[src/rtl/usb2_ep_router_if.sv]
// Packet-layer side of the USB 2.0 endpoint router.
// The packet layer takes the master modport and the router takes the slave modport.
interface usb2_ep_router_if #(
  parameter int AW = 11,
  parameter int LW = 11
);
  // Transaction control
  logic          txn_start;
  logic          txn_end;
  logic [3:0]    sel_endp;

  // OUT-data write path into the locked endpoint
  logic [AW-1:0] buf_in_addr;
  logic [7:0]    buf_in_data;
  logic          buf_in_wren;
  logic          buf_in_commit;
  logic [LW-1:0] buf_in_commit_len;
  logic          buf_in_ready;
  logic          buf_in_commit_ack;

  // IN-data read path and re-arm handshake
  logic [AW-1:0] buf_out_addr;
  logic [7:0]    buf_out_q;
  logic [LW-1:0] buf_out_len;
  logic          buf_out_hasdata;
  logic          buf_out_arm;
  logic          buf_out_arm_ack;
  logic          arm_timeout;

  // Data toggle, mode and halt status of the locked endpoint
  logic          data_toggle_act;
  logic          setup_rcvd;
  logic [1:0]    data_toggle;
  logic [1:0]    endp_mode;
  logic          endp_halted;
  logic          endp_invalid;
  logic          halt_set;
  logic          halt_clr;
  logic [3:0]    halt_idx;

  modport master (
    output txn_start, txn_end, sel_endp,
    output buf_in_addr, buf_in_data, buf_in_wren, buf_in_commit, buf_in_commit_len,
    input  buf_in_ready, buf_in_commit_ack,
    output buf_out_addr, buf_out_arm,
    input  buf_out_q, buf_out_len, buf_out_hasdata, buf_out_arm_ack, arm_timeout,
    output data_toggle_act, setup_rcvd, halt_set, halt_clr, halt_idx,
    input  data_toggle, endp_mode, endp_halted, endp_invalid
  );

  modport slave (
    input  txn_start, txn_end, sel_endp,
    input  buf_in_addr, buf_in_data, buf_in_wren, buf_in_commit, buf_in_commit_len,
    output buf_in_ready, buf_in_commit_ack,
    input  buf_out_addr, buf_out_arm,
    output buf_out_q, buf_out_len, buf_out_hasdata, buf_out_arm_ack, arm_timeout,
    input  data_toggle_act, setup_rcvd, halt_set, halt_clr, halt_idx,
    output data_toggle, endp_mode, endp_halted, endp_invalid
  );
endinterface

[src/rtl/usb2_ep_router.sv]
// Transaction-locked router between the USB 2.0 packet layer and NUM_EP
// endpoint buffers. A token locks one endpoint for the whole transaction; data
// paths of that endpoint are forwarded combinationally, all others read 0.
// Tracks per-endpoint data toggle and halt state and runs the buffer re-arm
// handshake with a timeout.
// Optional build macro USB2_EP_ROUTER_STATS_EN adds per-endpoint ack counters
// readable through stat_sel / stat_count.
module usb2_ep_router #(
  parameter int          NUM_EP   = 5,
  parameter logic [31:0] EP_MODES = 32'h0000_0260,
  parameter int          AW       = 11,
  parameter int          LW       = 11,
  parameter int          ARM_TMO  = 255
) (
  input  logic                 phy_clk,
  input  logic                 reset,
  usb2_ep_router_if.slave      pkt,

  output logic [NUM_EP*AW-1:0] ep_buf_in_addr,
  output logic [NUM_EP*8-1:0]  ep_buf_in_data,
  output logic [NUM_EP-1:0]    ep_buf_in_wren,
  output logic [NUM_EP-1:0]    ep_buf_in_commit,
  output logic [NUM_EP*LW-1:0] ep_buf_in_commit_len,
  input  logic [NUM_EP-1:0]    ep_buf_in_ready,
  input  logic [NUM_EP-1:0]    ep_buf_in_commit_ack,

  output logic [NUM_EP*AW-1:0] ep_buf_out_addr,
  output logic [NUM_EP-1:0]    ep_buf_out_arm,
  input  logic [NUM_EP*8-1:0]  ep_buf_out_q,
  input  logic [NUM_EP*LW-1:0] ep_buf_out_len,
  input  logic [NUM_EP-1:0]    ep_buf_out_hasdata,
  input  logic [NUM_EP-1:0]    ep_buf_out_arm_ack
`ifdef USB2_EP_ROUTER_STATS_EN
  ,
  input  logic [3:0]           stat_sel,
  output logic [15:0]          stat_count
`endif
);

  typedef enum logic [1:0] {
    IDLE     = 2'd0,
    LOCKED   = 2'd1,
    ARM_WAIT = 2'd2
  } state_e;

  localparam int            TW      = (ARM_TMO < 1) ? 1 : $clog2(ARM_TMO + 1);
  localparam logic [TW-1:0] TMO_VAL = TW'(ARM_TMO);
  localparam logic [1:0]    MODE_ISOCH = 2'd1;

  // Endpoint 0 is always control regardless of the mode table.
  function automatic logic [1:0] mode_of(input int n);
    if (n == 0) return 2'd0;
    return EP_MODES[2*n +: 2];
  endfunction

  state_e                 state_q;
  logic [3:0]             cur_ep_q;
  logic [TW-1:0]          timer_q;
  logic                   end_pend_q;
  logic [2*NUM_EP-1:0]    toggle_q, toggle_d;
  logic [NUM_EP-1:0]      halt_q, halt_d;

  logic route_en;
  logic arm_wait;
  logic tmo_hit;
  logic ep_hit;
  logic sel_arm_ack;
  logic ack_seen;
  logic tmo_seen;

  assign route_en = (state_q != IDLE);
  // Gated by reset so that a reset during ARM_WAIT never emits an ack/timeout.
  assign arm_wait = (state_q == ARM_WAIT) && !reset;
  assign tmo_hit  = (timer_q == TMO_VAL);

  // Route the locked endpoint to the packet layer; everything else reads 0.
  always_comb begin
    ep_buf_in_addr         = '0;
    ep_buf_in_data         = '0;
    ep_buf_in_wren         = '0;
    ep_buf_in_commit       = '0;
    ep_buf_in_commit_len   = '0;
    ep_buf_out_addr        = '0;
    ep_buf_out_arm         = '0;
    pkt.buf_in_ready       = 1'b0;
    pkt.buf_in_commit_ack  = 1'b0;
    pkt.buf_out_q          = '0;
    pkt.buf_out_len        = '0;
    pkt.buf_out_hasdata    = 1'b0;
    pkt.data_toggle        = '0;
    pkt.endp_mode          = '0;
    pkt.endp_halted        = 1'b0;
    ep_hit                 = 1'b0;
    sel_arm_ack            = 1'b0;
    for (int n = 0; n < NUM_EP; n++) begin
      if (cur_ep_q == 4'(n)) begin
        ep_hit          = 1'b1;
        sel_arm_ack     = ep_buf_out_arm_ack[n];
        pkt.data_toggle = toggle_q[2*n +: 2];
        pkt.endp_mode   = mode_of(n);
        pkt.endp_halted = halt_q[n];
        if (route_en) begin
          ep_buf_in_addr[n*AW +: AW]       = pkt.buf_in_addr;
          ep_buf_in_data[n*8 +: 8]         = pkt.buf_in_data;
          ep_buf_in_wren[n]                = pkt.buf_in_wren;
          ep_buf_in_commit[n]              = pkt.buf_in_commit;
          ep_buf_in_commit_len[n*LW +: LW] = pkt.buf_in_commit_len;
          ep_buf_out_addr[n*AW +: AW]      = pkt.buf_out_addr;
          // Arm is a level while waiting, dropped in the ack or timeout cycle.
          ep_buf_out_arm[n]                = arm_wait && !tmo_hit && !ep_buf_out_arm_ack[n];
          pkt.buf_in_ready                 = ep_buf_in_ready[n];
          pkt.buf_in_commit_ack            = ep_buf_in_commit_ack[n];
          pkt.buf_out_q                    = ep_buf_out_q[n*8 +: 8];
          pkt.buf_out_len                  = ep_buf_out_len[n*LW +: LW];
          pkt.buf_out_hasdata              = ep_buf_out_hasdata[n];
        end
      end
    end
  end

  assign pkt.endp_invalid = !ep_hit;
  // An ack wins over a timeout landing in the same cycle; an invalid endpoint
  // can never ack, so it times out on the first ARM_WAIT cycle.
  assign ack_seen            = arm_wait && sel_arm_ack;
  assign tmo_seen            = arm_wait && !ack_seen && (!ep_hit || tmo_hit);
  assign pkt.buf_out_arm_ack = ack_seen;
  assign pkt.arm_timeout     = tmo_seen;

  // Transaction FSM: endpoint lock, arm wait timer and deferred txn_end.
  always_ff @(posedge phy_clk) begin
    if (reset) begin
      state_q    <= IDLE;
      cur_ep_q   <= '0;
      timer_q    <= '0;
      end_pend_q <= 1'b0;
    end else begin
      case (state_q)
        IDLE: begin
          end_pend_q <= 1'b0;
          timer_q    <= '0;
          if (pkt.txn_start) begin
            cur_ep_q <= pkt.sel_endp;
            state_q  <= LOCKED;
          end
        end
        LOCKED: begin
          timer_q    <= '0;
          end_pend_q <= 1'b0;
          if (pkt.txn_end) begin
            state_q <= IDLE;
          end else if (pkt.buf_out_arm) begin
            state_q <= ARM_WAIT;
          end
        end
        ARM_WAIT: begin
          if (ack_seen || tmo_seen) begin
            state_q    <= (end_pend_q || pkt.txn_end) ? IDLE : LOCKED;
            timer_q    <= '0;
            end_pend_q <= 1'b0;
          end else begin
            timer_q <= timer_q + 1'b1;
            if (pkt.txn_end) end_pend_q <= 1'b1;
          end
        end
        default: state_q <= IDLE;
      endcase
    end
  end

  // Next toggle/halt per endpoint; later assignments carry higher priority.
  always_comb begin
    toggle_d = toggle_q;
    halt_d   = halt_q;
    for (int n = 0; n < NUM_EP; n++) begin
      if (pkt.halt_set && pkt.halt_idx == 4'(n)) halt_d[n] = 1'b1;
      if (pkt.data_toggle_act && state_q == LOCKED && cur_ep_q == 4'(n) &&
          mode_of(n) != MODE_ISOCH) begin
        toggle_d[2*n +: 2] = toggle_q[2*n +: 2] ^ 2'b01;
      end
      // A SETUP restarts ep0: first data stage is DATA1 and any stall is lifted.
      if (n == 0 && pkt.setup_rcvd) begin
        toggle_d[2*n +: 2] = 2'b01;
        halt_d[n]          = 1'b0;
      end
      if (pkt.halt_clr && pkt.halt_idx == 4'(n)) begin
        halt_d[n]          = 1'b0;
        toggle_d[2*n +: 2] = 2'b00;
      end
    end
  end

  // Toggle and halt state registers.
  always_ff @(posedge phy_clk) begin
    if (reset) begin
      toggle_q <= '0;
      halt_q   <= '0;
    end else begin
      toggle_q <= toggle_d;
      halt_q   <= halt_d;
    end
  end

`ifdef USB2_EP_ROUTER_STATS_EN
  logic [NUM_EP-1:0] stat_inc;
  logic [15:0]       stat_cnt_q [NUM_EP];
  logic [15:0]       stat_count_q;

  // An endpoint counts an event when it is routed and acks an arm or a commit.
  always_comb begin
    stat_inc = '0;
    for (int n = 0; n < NUM_EP; n++) begin
      if (route_en && cur_ep_q == 4'(n)) begin
        stat_inc[n] = ep_buf_in_commit_ack[n] || (arm_wait && ep_buf_out_arm_ack[n]);
      end
    end
  end

  // Saturating per-endpoint counters and the registered read port.
  always_ff @(posedge phy_clk) begin
    if (reset) begin
      for (int n = 0; n < NUM_EP; n++) stat_cnt_q[n] <= '0;
      stat_count_q <= '0;
    end else begin
      stat_count_q <= '0;
      for (int n = 0; n < NUM_EP; n++) begin
        if (stat_inc[n] && stat_cnt_q[n] != 16'hFFFF) stat_cnt_q[n] <= stat_cnt_q[n] + 16'd1;
        if (stat_sel == 4'(n)) stat_count_q <= stat_cnt_q[n];
      end
    end
  end

  assign stat_count = stat_count_q;
`endif

endmodule

[src/flat_wrapper.sv]
// flat-port wrapper written by rule: the top's interface ports become plain ports
module usb2_ep_router_flat 
#(
  parameter int          NUM_EP   = 5,
  parameter logic [31:0] EP_MODES = 32'h0000_0260,
  parameter int          AW       = 11,
  parameter int          LW       = 11,
  parameter int          ARM_TMO  = 255
)
  (phy_clk, reset, ep_buf_in_addr, ep_buf_in_data, ep_buf_in_wren, ep_buf_in_commit, ep_buf_in_commit_len, ep_buf_in_ready, ep_buf_in_commit_ack, ep_buf_out_addr, ep_buf_out_arm, ep_buf_out_q, ep_buf_out_len, ep_buf_out_hasdata, ep_buf_out_arm_ack, pkt_txn_start, pkt_txn_end, pkt_sel_endp, pkt_buf_in_addr, pkt_buf_in_data, pkt_buf_in_wren, pkt_buf_in_commit, pkt_buf_in_commit_len, pkt_buf_in_ready, pkt_buf_in_commit_ack, pkt_buf_out_addr, pkt_buf_out_arm, pkt_buf_out_q, pkt_buf_out_len, pkt_buf_out_hasdata, pkt_buf_out_arm_ack, pkt_arm_timeout, pkt_data_toggle_act, pkt_setup_rcvd, pkt_halt_set, pkt_halt_clr, pkt_halt_idx, pkt_data_toggle, pkt_endp_mode, pkt_endp_halted, pkt_endp_invalid);
  usb2_ep_router_if #(.AW(AW), .LW(LW)) pkt_i ();
  input  logic phy_clk;
  input  logic reset;
  output logic [NUM_EP*AW-1:0] ep_buf_in_addr;
  output logic [NUM_EP*8-1:0] ep_buf_in_data;
  output logic [NUM_EP-1:0] ep_buf_in_wren;
  output logic [NUM_EP-1:0] ep_buf_in_commit;
  output logic [NUM_EP*LW-1:0] ep_buf_in_commit_len;
  input  logic [NUM_EP-1:0] ep_buf_in_ready;
  input  logic [NUM_EP-1:0] ep_buf_in_commit_ack;
  output logic [NUM_EP*AW-1:0] ep_buf_out_addr;
  output logic [NUM_EP-1:0] ep_buf_out_arm;
  input  logic [NUM_EP*8-1:0] ep_buf_out_q;
  input  logic [NUM_EP*LW-1:0] ep_buf_out_len;
  input  logic [NUM_EP-1:0] ep_buf_out_hasdata;
  input  logic [NUM_EP-1:0] ep_buf_out_arm_ack;
  input wire logic [$bits(pkt_i.txn_start)-1:0] pkt_txn_start;
  input wire logic [$bits(pkt_i.txn_end)-1:0] pkt_txn_end;
  input wire logic [$bits(pkt_i.sel_endp)-1:0] pkt_sel_endp;
  input wire logic [$bits(pkt_i.buf_in_addr)-1:0] pkt_buf_in_addr;
  input wire logic [$bits(pkt_i.buf_in_data)-1:0] pkt_buf_in_data;
  input wire logic [$bits(pkt_i.buf_in_wren)-1:0] pkt_buf_in_wren;
  input wire logic [$bits(pkt_i.buf_in_commit)-1:0] pkt_buf_in_commit;
  input wire logic [$bits(pkt_i.buf_in_commit_len)-1:0] pkt_buf_in_commit_len;
  output wire logic [$bits(pkt_i.buf_in_ready)-1:0] pkt_buf_in_ready;
  output wire logic [$bits(pkt_i.buf_in_commit_ack)-1:0] pkt_buf_in_commit_ack;
  input wire logic [$bits(pkt_i.buf_out_addr)-1:0] pkt_buf_out_addr;
  input wire logic [$bits(pkt_i.buf_out_arm)-1:0] pkt_buf_out_arm;
  output wire logic [$bits(pkt_i.buf_out_q)-1:0] pkt_buf_out_q;
  output wire logic [$bits(pkt_i.buf_out_len)-1:0] pkt_buf_out_len;
  output wire logic [$bits(pkt_i.buf_out_hasdata)-1:0] pkt_buf_out_hasdata;
  output wire logic [$bits(pkt_i.buf_out_arm_ack)-1:0] pkt_buf_out_arm_ack;
  output wire logic [$bits(pkt_i.arm_timeout)-1:0] pkt_arm_timeout;
  input wire logic [$bits(pkt_i.data_toggle_act)-1:0] pkt_data_toggle_act;
  input wire logic [$bits(pkt_i.setup_rcvd)-1:0] pkt_setup_rcvd;
  input wire logic [$bits(pkt_i.halt_set)-1:0] pkt_halt_set;
  input wire logic [$bits(pkt_i.halt_clr)-1:0] pkt_halt_clr;
  input wire logic [$bits(pkt_i.halt_idx)-1:0] pkt_halt_idx;
  output wire logic [$bits(pkt_i.data_toggle)-1:0] pkt_data_toggle;
  output wire logic [$bits(pkt_i.endp_mode)-1:0] pkt_endp_mode;
  output wire logic [$bits(pkt_i.endp_halted)-1:0] pkt_endp_halted;
  output wire logic [$bits(pkt_i.endp_invalid)-1:0] pkt_endp_invalid;
  assign pkt_i.txn_start = pkt_txn_start;
  assign pkt_i.txn_end = pkt_txn_end;
  assign pkt_i.sel_endp = pkt_sel_endp;
  assign pkt_i.buf_in_addr = pkt_buf_in_addr;
  assign pkt_i.buf_in_data = pkt_buf_in_data;
  assign pkt_i.buf_in_wren = pkt_buf_in_wren;
  assign pkt_i.buf_in_commit = pkt_buf_in_commit;
  assign pkt_i.buf_in_commit_len = pkt_buf_in_commit_len;
  assign pkt_buf_in_ready = pkt_i.buf_in_ready;
  assign pkt_buf_in_commit_ack = pkt_i.buf_in_commit_ack;
  assign pkt_i.buf_out_addr = pkt_buf_out_addr;
  assign pkt_i.buf_out_arm = pkt_buf_out_arm;
  assign pkt_buf_out_q = pkt_i.buf_out_q;
  assign pkt_buf_out_len = pkt_i.buf_out_len;
  assign pkt_buf_out_hasdata = pkt_i.buf_out_hasdata;
  assign pkt_buf_out_arm_ack = pkt_i.buf_out_arm_ack;
  assign pkt_arm_timeout = pkt_i.arm_timeout;
  assign pkt_i.data_toggle_act = pkt_data_toggle_act;
  assign pkt_i.setup_rcvd = pkt_setup_rcvd;
  assign pkt_i.halt_set = pkt_halt_set;
  assign pkt_i.halt_clr = pkt_halt_clr;
  assign pkt_i.halt_idx = pkt_halt_idx;
  assign pkt_data_toggle = pkt_i.data_toggle;
  assign pkt_endp_mode = pkt_i.endp_mode;
  assign pkt_endp_halted = pkt_i.endp_halted;
  assign pkt_endp_invalid = pkt_i.endp_invalid;
  usb2_ep_router #(.NUM_EP(NUM_EP), .EP_MODES(EP_MODES), .AW(AW), .LW(LW), .ARM_TMO(ARM_TMO)) u_core (.phy_clk(phy_clk), .reset(reset), .pkt(pkt_i), .ep_buf_in_addr(ep_buf_in_addr), .ep_buf_in_data(ep_buf_in_data), .ep_buf_in_wren(ep_buf_in_wren), .ep_buf_in_commit(ep_buf_in_commit), .ep_buf_in_commit_len(ep_buf_in_commit_len), .ep_buf_in_ready(ep_buf_in_ready), .ep_buf_in_commit_ack(ep_buf_in_commit_ack), .ep_buf_out_addr(ep_buf_out_addr), .ep_buf_out_arm(ep_buf_out_arm), .ep_buf_out_q(ep_buf_out_q), .ep_buf_out_len(ep_buf_out_len), .ep_buf_out_hasdata(ep_buf_out_hasdata), .ep_buf_out_arm_ack(ep_buf_out_arm_ack));
endmodule
[config.mk]
export PLATFORM = sky130hd
export DESIGN_NAME = usb2_ep_router_flat
export DESIGN_NICKNAME = d
export VERILOG_FILES = /design/src/rtl/usb2_ep_router_if.sv /design/src/rtl/usb2_ep_router.sv /design/src/flat_wrapper.sv
export SDC_FILE = /design/constraint.sdc
export NUM_CORES = 1
export LEC_CHECK = 0
export ABC_AREA = 1
export BUFFER_PORTS_ARGS = -buffer_cell sky130_fd_sc_hd__buf_2
export CAP_MARGIN = 20
export CORE_AREA = 2 2 164 166
export DETAILED_ROUTE_END_ITERATION = 8
export DIE_AREA = 0 0 166 168
export PLACE_DENSITY_LB_ADDON = 0.12
export SYNTH_ARGS = -nofsm -noshare
export SYNTH_HDL_FRONTEND = slang
export SYNTH_SLANG_ARGS = --single-unit
[constraint.sdc]
create_clock -name phy_clk -period 2.9 [get_ports phy_clk]
set_clock_uncertainty 0.15 [all_clocks]
set_input_delay 0.29 -clock phy_clk [delete_from_list [all_inputs] [get_ports phy_clk]]
set_output_delay 0.29 -clock phy_clk [all_outputs]
set_load 0.02 [all_outputs]
# Word level (Yosys, flattened, before mapping)
# Index checks and enable logic that the tools add are counted.
# W data, S select, Z words.
[word_totals]
in_bits = 175
out_inout_bits = 250
word_cells = 218
register_bits = 24
[classes]
mux = 132
n_eq_ne = 15
n_addsub = 1
bitwise = 4
n_reduce_logical = 53
[op_table]
columns = ["operator", "n"]
rows = [
  ["$mux W11", 28],
  ["$mux W8", 17],
  ["$mux W1", 73],
  ["$logic_and A1 B1 Y1", 25],
  ["$mux W2", 11],
  ["$eq A4 B2 Y1 const B", 4],
  ["$pmux W8 S2", 1],
  ["$reduce_or A2 Y1", 6],
  ["$logic_not A1 Y1", 9],
  ["$add A8 B1 Y8 const B", 1],
  ["$eq A4 B1 Y1 const B", 2],
  ["$eq A4 B3 Y1 const B", 2],
  ["$eq A8 B8 Y1 const B", 1],
  ["$logic_not A4 Y1", 2],
  ["$ne A3 B3 Y1 const B", 2],
  ["$pmux W2 S3", 1],
  ["$reduce_bool A2 Y1", 3],
  ["$ne A2 B2 Y1 const B", 2],
  ["$not A1 Y1", 4],
  ["$reduce_and A2 Y1", 2],
  ["$logic_or A1 B1 Y1", 3],
  ["$reduce_and A3 Y1", 1],
  ["$reduce_or A3 Y1", 1],
  ["$eq A2 B1 Y1 const B", 1],
  ["other kinds (3)", 3],
]

# Logic depth before layout (Yosys ltp)
[logic_depth]
word_depth = 13
ltp_mapped = 11
depth_no_buf = 11

# Worst setup path after synthesis
# No wires, ideal clock.
[synth_timing]
path_kind = "reg-to-output"
startpoint = "reg u_core.cur_ep_q[2]"
endpoint = "out pkt_buf_out_len[0]"
path_stages_with_launch = 9
setup_slack_ps = 954
required_ps = 2460
path_buffers = 1
arrival_ps = 1506
path_cell_list = "dfxtp_1 > nor2_4 > inv_2 > nor2_2 > nand2_1 > inv_2 > buf_2 > nand2_1 > o2111ai_1"
[synth_between]
elab_chain_cells = 10
word_cells_on_any_way = 14
classes_between = "4 x eq/ne; 9 x mux; 1 x reduce/logical"
[synth_rtl]
columns = ["element", "line", "text"]
rows = [
  ["start: declaration", "usb2_ep_router.sv:57", "logic [3:0] cur_ep_q;"],
  ["start signal: assignment", "usb2_ep_router.sv:142", "cur_ep_q <= pkt.sel_endp;"],
  ["$logic_not A4 Y1", "usb2_ep_router.sv:96", "if (cur_ep_q == 4'(n)) begin"],
  ["$mux W11", "usb2_ep_router.sv:96", ""],
  ["$mux W11", "usb2_ep_router.sv:102", "if (route_en) begin"],
  ["$mux W11", "usb2_ep_router.sv:96", ""],
  ["$mux W11", "usb2_ep_router.sv:102", ""],
  ["$mux W11", "usb2_ep_router.sv:96", ""],
  ["$mux W11", "usb2_ep_router.sv:102", ""],
  ["$mux W11", "usb2_ep_router.sv:96", ""],
  ["$mux W11", "usb2_ep_router.sv:102", ""],
  ["$mux W11 *", "usb2_ep_router.sv:96", ""],
  ["end: declaration", "flat_wrapper.sv:40", "output wire logic [$bits(pkt_i.buf_out_len)-1:0] pkt_buf_out_len;"],
]
# Mark *: on every way between the ends. The rest lies on a longest branch, timed or not.

# Final worst setup path
[layout_timing]
startpoint = "reg u_core.cur_ep_q[2]"
endpoint = "out pkt_buf_out_len[7]"
# The elaborated chain is that of the path after synthesis.

==> flow_metrics.env <==
export IMPL_outcome="complete, no violations"
export IMPL_ctsHtreeMaxLevel=1
export IMPL_tns_ns=0
export IMPL_grt_max_degree=84
export IMPL_design_core_area_mm2=0.02635
export IMPL_r2r_cells=9
export IMPL_setup_viol=0
export IMPL_cts_setup_buffers=0
export IMPL_drtPass1Iterations=5
export IMPL_drtAntennaViolNets=0
export IMPL_r2r_end="u_core.timer_q[0]"
export IMPL_root_buffer="clkbuf_16"
export IMPL_place_gp_congestion=0.7918
export IMPL_drive_above_1_share=0.4353
export IMPL_fillers=3157
export IMPL_rsz0062_at_grt="no"
export IMPL_initial_core_util=0.1288
export IMPL_p_comb_frac=0.638
export IMPL_hold_path_end="u_core.halt_q[0]"
export IMPL_post_route_util=0.2249
export IMPL_max_stage_delay_ns=0.50
export IMPL_internal_power_uw=894.7
export IMPL_peakVddDrop_mv=0.2002
export IMPL_grt_pass1_vias=5706
export IMPL_ios=425
export IMPL_vias_per_cell=4.249
export IMPL_drc=0
export IMPL_min_path_cells=2
export IMPL_slew_headroom=0.5469
export IMPL_hpwl_um=19090
export IMPL_layout_commonest_cell="buf_2"
export IMPL_grt_pass1_wl_um=35680
export IMPL_die_area_mm2=0.02789
export IMPL_synth_cell_type_count=34
export IMPL_crit_type="reg2out"
export IMPL_drt_iter0_drc=384
export IMPL_yosysSeqAreaShare=0.1415
export IMPL_cp_max_fo=45
export IMPL_wl_per_cell_um=17.13
export IMPL_reg2reg_from="u_core.cur_ep_q[0]"
export IMPL_crit_required_ns=2.46
export IMPL_grt_antenna_before_repair=5
export IMPL_syn_area_per_cell_um2=5.051
export IMPL_crit_top_cell="buf_4"
export IMPL_clk_pin_slew_ns=0.07
export IMPL_fin_crit_ns=2.634
export IMPL_netSwitchingFraction=0.5323
export IMPL_p_per_area_mw_per_mm2=322.7
export IMPL_cts_buffer_depth=2
export IMPL_rows=60
export IMPL_fp_dieW_um=166
export IMPL_cts_tree="built"
export IMPL_hp_class="in2reg"
export IMPL_syn_inst=672
export IMPL_die_h_um=168
export IMPL_cts_sinks=24
export IMPL_power_frac_clock=0.176
export IMPL_syn_num_nets=848
export IMPL_multi_input_comb_area_mm2=0.002524
export IMPL_slew_violations=0
export IMPL_crit_slowest_cell="buf_4"
export IMPL_leakage_uw=0.003295
export IMPL_min_period_over_period=0.9081
export IMPL_rrSetupSlack_ns=0.78
export IMPL_hold_violations=0
export IMPL_synth_seq_cells=24
export IMPL_critPathCaptureType="primary output"
export IMPL_drt_total_wl_um=24050
export IMPL_gr_total_overflow=0
export IMPL_syn_area_mm2=0.003395
export IMPL_cts_buffers_inserted=3
export IMPL_seqPwrFrac=0.186
export IMPL_yosysWarnings=0
export IMPL_critPathLaunchType="flip-flop"
export IMPL_io_buffer_count=423
export IMPL_worstPathArrival_ns=2.19
export IMPL_cts_hold_buf=0
export IMPL_nets=1236
export IMPL_grt_use_total=0.1618
export IMPL_critical_path_top_delay_family="buffers and inverters"
export IMPL_cts_resized=0
export IMPL_power_switching_uw=1018
export IMPL_seq_area_um2=480.5
export IMPL_maxCapViolCount=0
export IMPL_vias=5965
export IMPL_final_cell_mix="423 x buf_2, 203 x nor2_1, 111 x nand2_1"
export IMPL_path_cells="nor2_4, buf_4, nand2_2, buf_4, a31oi_1, a21oi_1, nand2_1, buf_2"
export IMPL_tightest_slew_ns=0.6796
export IMPL_clkLatencyLatePin_ns=0.26
export IMPL_fmax_mhz=379.7
export IMPL_cp_depth=8
export IMPL_areaGrowthSynthToFinish_pct=74.60
export IMPL_holdCritStartpoint="pkt_setup_rcvd"
export IMPL_path_buf_inv=3
[cell type report]
cell class	instances	share of cell area
Multi-Input combinational cell	551	0.4258
Timing Repair Buffer	437	0.3770
Sequential cell	24	0.08106
Tap cell	341	0.07199
Inverter	43	0.02744
Clock buffer	4	0.01499
Antenna cell	4	0.001689
[cells in the mapped netlist, drive strengths merged]
cell type	count	area, um^2
a211oi	1	7.510
a21oi	22	110.1
a221oi	1	8.760
a31oi	22	137.6
buf	32	151.4
clkbuf	22	82.58
conb	1	3.750
dfxtp	24	480.5
ha	1	12.51
inv	43	161.4
nand2	117	449.2
nand3	66	347.8
nand3b	1	7.510
nand4	13	81.33
nor2	207	792.0
nor3	52	260.3
o2111ai	4	35.03
o21a	4	30.03
o21ai	27	135.1
o221ai	1	8.760
o22ai	1	6.260
o311ai	1	8.760
o41ai	2	17.52
or2	1	6.260
xor2	6	52.55
[worst max path at each step]
stage	startpoint	endpoint	slack, ns
4_1_cts	u_core.cur_ep_q[2]	pkt_buf_out_len[7]	0.23
6_report	u_core.cur_ep_q[2]	pkt_buf_out_len[7]	0.27
2_1_floorplan	u_core.cur_ep_q[2]	pkt_buf_out_len[0]	0.95
3_3_place_gp	u_core.cur_ep_q[2]	pkt_buf_out_len[7]	0.53
3_5_place_dp	u_core.cur_ep_q[2]	pkt_buf_out_len[7]	0.52
5_1_grt	u_core.cur_ep_q[2]	pkt_buf_out_len[7]	0.002
[state kept, by name (all words and copies together), names as in the netlist]
register           count
u_core.timer_q         8
u_core.halt_q          5
u_core.cur_ep_q        4
u_core.toggle_q        4
u_core.state_q         2
u_core.end_pend_q      1
[logic make-up after synthesis]
family / after synthesis / share of synthesized area
AO/OA/AOI/OAI: 86 / 0.1489
XOR/XNOR: 6 / 0.01548
adder cells (fa/ha/maj): 1 / 0.003685
buffers and inverters: 97 / 0.1165
flip-flops: 24 / 0.1415
other: 1 / 0.001105
AND/OR/NAND/NOR: 457 / 0.5728
[power groups by stage]
| stage | Sequential [uW] | Combinational (uW) | Clock, uW |
|---|---|---|---|
| 4_1_cts | 356 | 1240 | 350 |
| 3_5_place_dp | 364 | 1240 | 0 |
| 6_report | 356 | 1220 | 337 |
| 3_3_place_gp | 363 | 1250 | 0 |
| 2_1_floorplan | 362 | 732 | 0 |
| 5_1_grt | 359 | 1340 | 362 |
[layer usage]
metal / global-route usage / share of wire / up-vias / wire (um)
met5: 0 / 0 / - / 0
met4: 0.03781 / 0.019 / 0 / 463
met3: 0.02586 / 0.059 / 25 / 1410
met2: 0.2937 / 0.51 / 253 / 12140
met1: 0.2001 / 0.42 / 2703 / 10030
li1: - / - / 2984 / -
[metrics by stage]
step / instances / instance area, um^2 / total power [uW] / hold WS, ns / worst slack, ns
floorplan: 672 / 3395 / 1093 / 0.2176 / 0.9541
global placement: 1396 / 5828 / 1610 / 0.2911 / 0.5266
detailed placement: 1396 / 5828 / 1602 / 0.2884 / 0.5238
CTS: 1400 / 5917 / 1947 / 0.05851 / 0.2302
global route: 1403 / 5924 / 2066 / 0.06249 / 0.002375
finish: 1404 / 5927 / 1913 / 0.06451 / 0.2665
Power figures use the tool's default switching activity.
